--- src/rtl/alpha_calc_param.sv ---
// alpha_calc_param: accumulates mean-removed cross-correlation and energy over a block
// and divides them into a saturated fixed-point alpha. Optional macro: ALPHA_CALC_ROUND_EN.
module alpha_calc_param #(
  parameter int DATA_WIDTH   = 16,
  parameter int MAX_SIZE_LOG = 8,
  parameter int ALPHA_WIDTH  = 10,
  parameter int ALPHA_FRAC   = 9
) (
  input  logic                   clk,
  input  logic                   rst,
  input  logic                   x_valid,
  output logic                   x_ready,
  input  logic [DATA_WIDTH-1:0]  x_data,
  input  logic                   xhat_valid,
  output logic                   xhat_ready,
  input  logic [DATA_WIDTH-1:0]  xhat_data,
  input  logic                   xhat_last_s,
  input  logic                   xmean_valid,
  output logic                   xmean_ready,
  input  logic [DATA_WIDTH-1:0]  xmean_data,
  input  logic                   xhatmean_valid,
  output logic                   xhatmean_ready,
  input  logic [DATA_WIDTH-1:0]  xhatmean_data,
  output logic                   alpha_valid,
  input  logic                   alpha_ready,
  output logic [ALPHA_WIDTH-1:0] alpha_data
);

  localparam int D_W   = DATA_WIDTH + 1;
  localparam int P_W   = 2 * D_W;
  localparam int ACC_W = P_W + MAX_SIZE_LOG;
`ifdef ALPHA_CALC_ROUND_EN
  localparam int Q_W   = ALPHA_WIDTH + 1;
`else
  localparam int Q_W   = ALPHA_WIDTH;
`endif
  localparam int SH_W    = Q_W - ALPHA_WIDTH + ALPHA_FRAC;
  localparam int R_W     = ACC_W + Q_W + 1;
  localparam int DIV_CYC = ALPHA_WIDTH + 2;
  localparam int CNT_W   = $clog2(DIV_CYC);
  localparam logic [CNT_W-1:0] DIV_LAST  = CNT_W'(DIV_CYC - 1);
  localparam logic [CNT_W-1:0] ITER_LAST = CNT_W'(Q_W);

  typedef enum logic [2:0] {S_IDLE, S_ACC, S_DIV, S_RND, S_OUT} state_t;
  typedef enum logic [1:0] {R_DIV, R_ZERO, R_SAT} res_t;

  function automatic logic [ALPHA_WIDTH-1:0] sat_alpha(input res_t mode,
                                                       input logic [ALPHA_WIDTH:0] val);
    logic [ALPHA_WIDTH-1:0] r;
    if (mode == R_ZERO)
      r = '0;
    else if (mode == R_SAT || val[ALPHA_WIDTH])
      r = '1;
    else
      r = val[ALPHA_WIDTH-1:0];
    return r;
  endfunction

`ifdef ALPHA_CALC_ROUND_EN
  function automatic logic [ALPHA_WIDTH:0] round_half_up(input logic [Q_W-1:0] q);
    return {1'b0, q[Q_W-1:1]} + {{ALPHA_WIDTH{1'b0}}, q[0]};
  endfunction
`endif

  state_t                  state, state_nx;
  logic [DATA_WIDTH-1:0]   xmean_q, xhatmean_q;
  logic signed [ACC_W-1:0] num_acc;
  logic [ACC_W-1:0]        den_acc;
  logic [MAX_SIZE_LOG-1:0] smp_cnt;
  logic [CNT_W-1:0]        div_cnt;
  logic [R_W-1:0]          rem, dsr;
  logic [Q_W-1:0]          quo;
  res_t                    res_mode;
  logic [ALPHA_WIDTH-1:0]  alpha_q;

  logic                    mean_hs, pair_hs, blk_end, div_done;
  logic signed [D_W-1:0]   dx, dh;
  logic signed [P_W-1:0]   prod_xh, prod_hh;
  logic [R_W-1:0]          num_u, den_u;
  logic                    num_pos, is_sat;

  assign mean_hs  = (state == S_IDLE) & xmean_valid & xhatmean_valid;
  assign pair_hs  = (state == S_ACC) & x_valid & xhat_valid;
  assign blk_end  = pair_hs & (xhat_last_s | (&smp_cnt));
  assign div_done = (state == S_DIV) && (div_cnt == DIV_LAST);

  assign dx      = $signed({1'b0, x_data}) - $signed({1'b0, xmean_q});
  assign dh      = $signed({1'b0, xhat_data}) - $signed({1'b0, xhatmean_q});
  assign prod_xh = dh * dx;
  assign prod_hh = dh * dh;

  assign num_u   = {{(R_W-ACC_W){1'b0}}, num_acc};
  assign den_u   = {{(R_W-ACC_W){1'b0}}, den_acc};
  assign num_pos = ~num_acc[ACC_W-1] & (|num_acc);
  assign is_sat  = (num_u << ALPHA_FRAC) >= (den_u << ALPHA_WIDTH);

  assign alpha_valid = (state == S_OUT);
  assign alpha_data  = alpha_q;

  // Readies are forced low while reset is held so nothing is consumed during reset.
  always_comb begin
    x_ready        = 1'b0;
    xhat_ready     = 1'b0;
    xmean_ready    = 1'b0;
    xhatmean_ready = 1'b0;
    if (!rst) begin
      if (state == S_IDLE) begin
        xmean_ready    = 1'b1;
        xhatmean_ready = 1'b1;
      end
      if (state == S_ACC) begin
        x_ready    = x_valid & xhat_valid;
        xhat_ready = x_valid & xhat_valid;
      end
    end
  end

  always_ff @(posedge clk or posedge rst) begin
    if (rst)
      state <= S_IDLE;
    else
      state <= state_nx;
  end

  always_comb begin
    state_nx = state;
    unique case (state)
      S_IDLE: if (mean_hs) state_nx = S_ACC;
      S_ACC:  if (blk_end) state_nx = S_DIV;
      S_DIV: begin
        if (div_done) begin
`ifdef ALPHA_CALC_ROUND_EN
          state_nx = S_RND;
`else
          state_nx = S_OUT;
`endif
        end
      end
      S_RND:  state_nx = S_OUT;
      S_OUT:  if (alpha_ready) state_nx = S_IDLE;
      default: state_nx = S_IDLE;
    endcase
  end

  // Stage p0: mean capture and accumulation; p1: fixed-length divide; p2: result register.
  always_ff @(posedge clk or posedge rst) begin
    if (rst) begin
      xmean_q    <= '0;
      xhatmean_q <= '0;
      num_acc    <= '0;
      den_acc    <= '0;
      smp_cnt    <= '0;
      div_cnt    <= '0;
      rem        <= '0;
      dsr        <= '0;
      quo        <= '0;
      res_mode   <= R_ZERO;
      alpha_q    <= '0;
    end else begin
      if (mean_hs) begin
        xmean_q    <= xmean_data;
        xhatmean_q <= xhatmean_data;
        num_acc    <= '0;
        den_acc    <= '0;
        smp_cnt    <= '0;
      end
      if (pair_hs) begin
        num_acc <= num_acc + $signed({{(ACC_W-P_W){prod_xh[P_W-1]}}, prod_xh});
        den_acc <= den_acc + {{(ACC_W-P_W){1'b0}}, prod_hh};
        smp_cnt <= smp_cnt + MAX_SIZE_LOG'(1);
      end
      if (blk_end)
        div_cnt <= '0;

      // The divider always runs the full count so latency is data-independent.
      if (state == S_DIV) begin
        div_cnt <= div_cnt + CNT_W'(1);
        if (div_cnt == '0) begin
          rem <= num_u << SH_W;
          dsr <= den_u << (Q_W - 1);
          quo <= '0;
          if (den_acc == '0 || !num_pos)
            res_mode <= R_ZERO;
          else if (is_sat)
            res_mode <= R_SAT;
          else
            res_mode <= R_DIV;
        end else if (div_cnt <= ITER_LAST) begin
          if (rem >= dsr) begin
            rem <= rem - dsr;
            quo <= {quo[Q_W-2:0], 1'b1};
          end else begin
            quo <= {quo[Q_W-2:0], 1'b0};
          end
          dsr <= dsr >> 1;
        end
      end

`ifdef ALPHA_CALC_ROUND_EN
      if (state == S_RND)
        alpha_q <= sat_alpha(res_mode, round_half_up(quo));
`else
      if (div_done)
        alpha_q <= sat_alpha(res_mode, {1'b0, quo});
`endif
    end
  end

endmodule

--- config.mk ---
export PLATFORM = sky130hd
export DESIGN_NAME = alpha_calc_param
export DESIGN_NICKNAME = d
export VERILOG_FILES = /design/src/rtl/alpha_calc_param.sv
export SDC_FILE = /design/constraint.sdc
export NUM_CORES = 2
export LEC_CHECK = 0
export CORE_UTILIZATION = 40
export CTS_CLUSTER_DIAMETER = 100
export DETAILED_ROUTE_END_ITERATION = 6
export GPL_TIMING_DRIVEN = 0
export PLACE_DENSITY_LB_ADDON = 0.2
export SLEW_MARGIN = 0
export SYNTH_ARGS = -nofsm -noshare
export SYNTH_HDL_FRONTEND = slang
export SYNTH_SLANG_ARGS = --single-unit
--- constraint.sdc ---
create_clock -name clk -period 9.79 [get_ports clk]
set_input_delay 0.979 -clock clk [delete_from_list [all_inputs] [get_ports clk]]
set_output_delay 0.979 -clock clk [all_outputs]
set_load 0.02 [all_outputs]
==> run metrics <==
crit path kind input pin to flop; synth warn 0; Post-synth top flop dfrtp_1; global-route wire length before repair 200,800 um; Initial DRT Pass Iterations 6; CP max stage cell fa_1; setup total negative slack -2.999 ns; CP Max Fanout 4; largest net degree at the start of global routing 101; most frequent cells in the layout 884 x inv_1, 645 x fa_1, 516 x nand2_1; core area 0.1004 mm^2; cell family with most CP delay adder cells; vias in the first global route 34.10k; RSZ-0062 raised after global routing yes; antenna violations before repair 1; cell mode on critical path fa_1; CP peak stage delay 0.55 ns; worst min-delay path category flop to flop; Setup crit start kind input pin; top post-synthesis cells by area fa_1 32%, dfrtp_1 16%, ha_1 11%; clock root cell clkbuf_16; grt ovf 0; CP endpoint kind flop; Num CTS Buffers 35; max-capacitance violation count 0; endpoints failing hold 0; Rows 116; FF+latch count, synth between 200 and 300; Worst R2R Start xhatmean_q[1]; R2R depth 45; number of synthesized flops with an enable pin 0; synthesized area per cell 8.921 um^2; Syn Nets ~5.7k; latest clock arrival within the worst-skew pair 0.57 ns; failing checks setup timing; reg2reg setup slack -0.27 ns; final setup margin -0.3103 ns; HP Start xmean_q[0]; gr usage total 25.59%; Data required, critical path about 10 ns; Via-to-Cell Ratio between 5 and 6; cells after synthesis 4,564; Yosys top cell area share about 32%; PortBufs 86; hold path depth 2; Synth area leader fa_1; Clock Skew around 0.021 ns; WHS Endpoint xmean_q[0]; clock sink total 257; DP HPWL 104,500 um; clock transition at the registers of the reported paths 0.06 ns; post-synthesis cell type count 96; setup violators final 11; # DRC 0; Worst Tran Pin Value ~1.4 ns; pre-CTS setup slack -3.048 ns; die footprint about 0.10 mm^2; status finished, violations left; FF-to-FF End den_acc[34]; CTS max path bufs 3; worst path bufs/invs 10; I/O Pins 87; initial drt markers 1,937; fmax 99.01 MHz; initial core utilization 40.54%; Synth Cell Area ~0.041 mm^2; sequential area share after synthesis 15.80%; Area growth, synth to finish 15.84%; Period Utilization, post-route 103.2%; share of layout cells above drive strength 1 9.828%; asr flop ratio synth 100.0%; Post-DRT Antenna Nets 0; DR WL/cell between 20 and 25 um; DRT Wirelength 129,100 um; commonest non-fill, non-tap cell in the layout inv_1; Vias roughly 33k; minimum clock period 10.10 ns; Max transition margin around 8.4%; H-tree levels 2; Final #Nets 5,899; die width 321.0 um; Die Ht around 320 um; CP Data Arrival Time 10.59 ns; CTS tree built; Pins Over Slew Limit 0; routability cong. ~0.94
-- metal layers --
layer | up-vias | track usage [%] | part of all wire, %
met5 | - | 0 | 0
met4 | 0 | 11.93 | 5.6
met3 | 262 | 3.513 | 6.1
met2 | 1016 | 41.72 | 46
met1 | 16201 | 33.67 | 43
li1 | 15033 | - | -
-- layout make-up --
class | instances | area, um^2
antenna | 2 | 5.005
buffer | 153 | 877.1
clock buffer | 49 | 1028
clock inverter | 13 | 211.5
fill | 9858 | 53270
inverter | 909 | 3448
multi-input combinational | 3243 | 31620
sequential | 257 | 6432
tap | 1357 | 1698
timing repair buffer | 199 | 1839
-- sequential cells by signal (all words and copies together) (netlist names) --
name,count
rem,53
dsr,51
den_acc,42
num_acc,42
xhatmean_q,16
xmean_q,16
alpha_data,10
quo,10
smp_cnt,8
div_cnt,4
state,3
res_mode,2
-- cell families after synthesis --
logic type               Yosys count  synth area share [%]
AND/OR/NAND/NOR                 1171                 12.57
flip-flops                       257                 15.80
buffers and inverters           1064                 9.994
adder cells (fa/ha/maj)         1039                 43.98
AO/OA/AOI/OAI                    825                 13.06
multiplexers                      21                0.5532
XOR/XNOR                         187                 4.041
-- cells in the mapped netlist (4+ instances only) --
master / number
fa_1: 657
a31o_2: 5
a311oi_1: 5
inv_1: 904
a21oi_1: 223
o21ai_1: 15
nand2_1: 528
nor2_1: 324
nor2b_1: 23
or3_1: 14
a211o_1: 9
nand4_1: 31
o211a_1: 4
and2_1: 35
mux2i_1: 9
buf_1: 7
ha_1: 372
nand4b_1: 6
xnor2_1: 108
nor4_1: 24
a41oi_1: 5
o311ai_1: 4
a21o_1: 100
nand3_1: 71
dfrtp_1: 256
o31ai_1: 18
o21bai_1: 22
clkbuf_1: 128
o211ai_1: 15
o21ai_0: 201
or4_1: 4
maj3_1: 10
o21a_1: 32
buf_2: 14
a22o_1: 16
o31a_1: 4
and4_1: 8
or2_2: 11
nand2b_1: 20
a31oi_1: 35
and3_1: 24
xor2_1: 78
a211oi_1: 55
nor3_1: 36
mux2_2: 11
-- worst max path at each step --
stage                  from          end  slack [ns]  cells past startpoint
2_1_floorplan  xhat_data[1]  den_acc[40]       0.006                     40
3_3_place_gp   xhat_data[0]  den_acc[40]       -3.05                     45
3_5_place_dp   xhat_data[0]  den_acc[36]       -3.05                     45
4_1_cts        xhat_data[1]  den_acc[37]       -0.36                     44
5_1_grt        xhat_data[0]  den_acc[37]       -0.58                     48
6_report       xhat_data[1]  den_acc[34]       -0.31                     45
-- stage by stage --
stage | std cells | hold WS [ns] | utilization [%] | area, um^2
after detailed placement | 6010 | 0.4710 | 43.33 | 43520
final | 6182 | 0.4836 | 46.96 | 47160
after floorplan | 4564 | 0.4483 | - | 40870
after CTS | 6150 | 0.4885 | 46.18 | 46380
after global routing | 6180 | 0.5176 | 46.95 | 47160
after global placement | 6007 | 0.4615 | 43.24 | 43430
-- timing repair --
| item | in CTS | in global routing |
|---|---|---|
| setup buffers | 79 | 34 |
| endpoints found under the setup margin | 33 | 30 |
| hold endpoints to repair | 0 | 0 |
| pin swaps | 102 | 112 |
| resized for setup | 217 | 136 |
| hold buffers | 0 | 0 |
| cloned | 0 | 0 |
-- worst min-delay path, cell delays in order, from the launching register on --
cell	delay [ns]
dfrtp_1	0.34
nand2_1	0.05
nand2_1	0.06
Power is not shown: default switching activity piles up to over one toggle a cycle in this logic, so the estimate is an artifact.
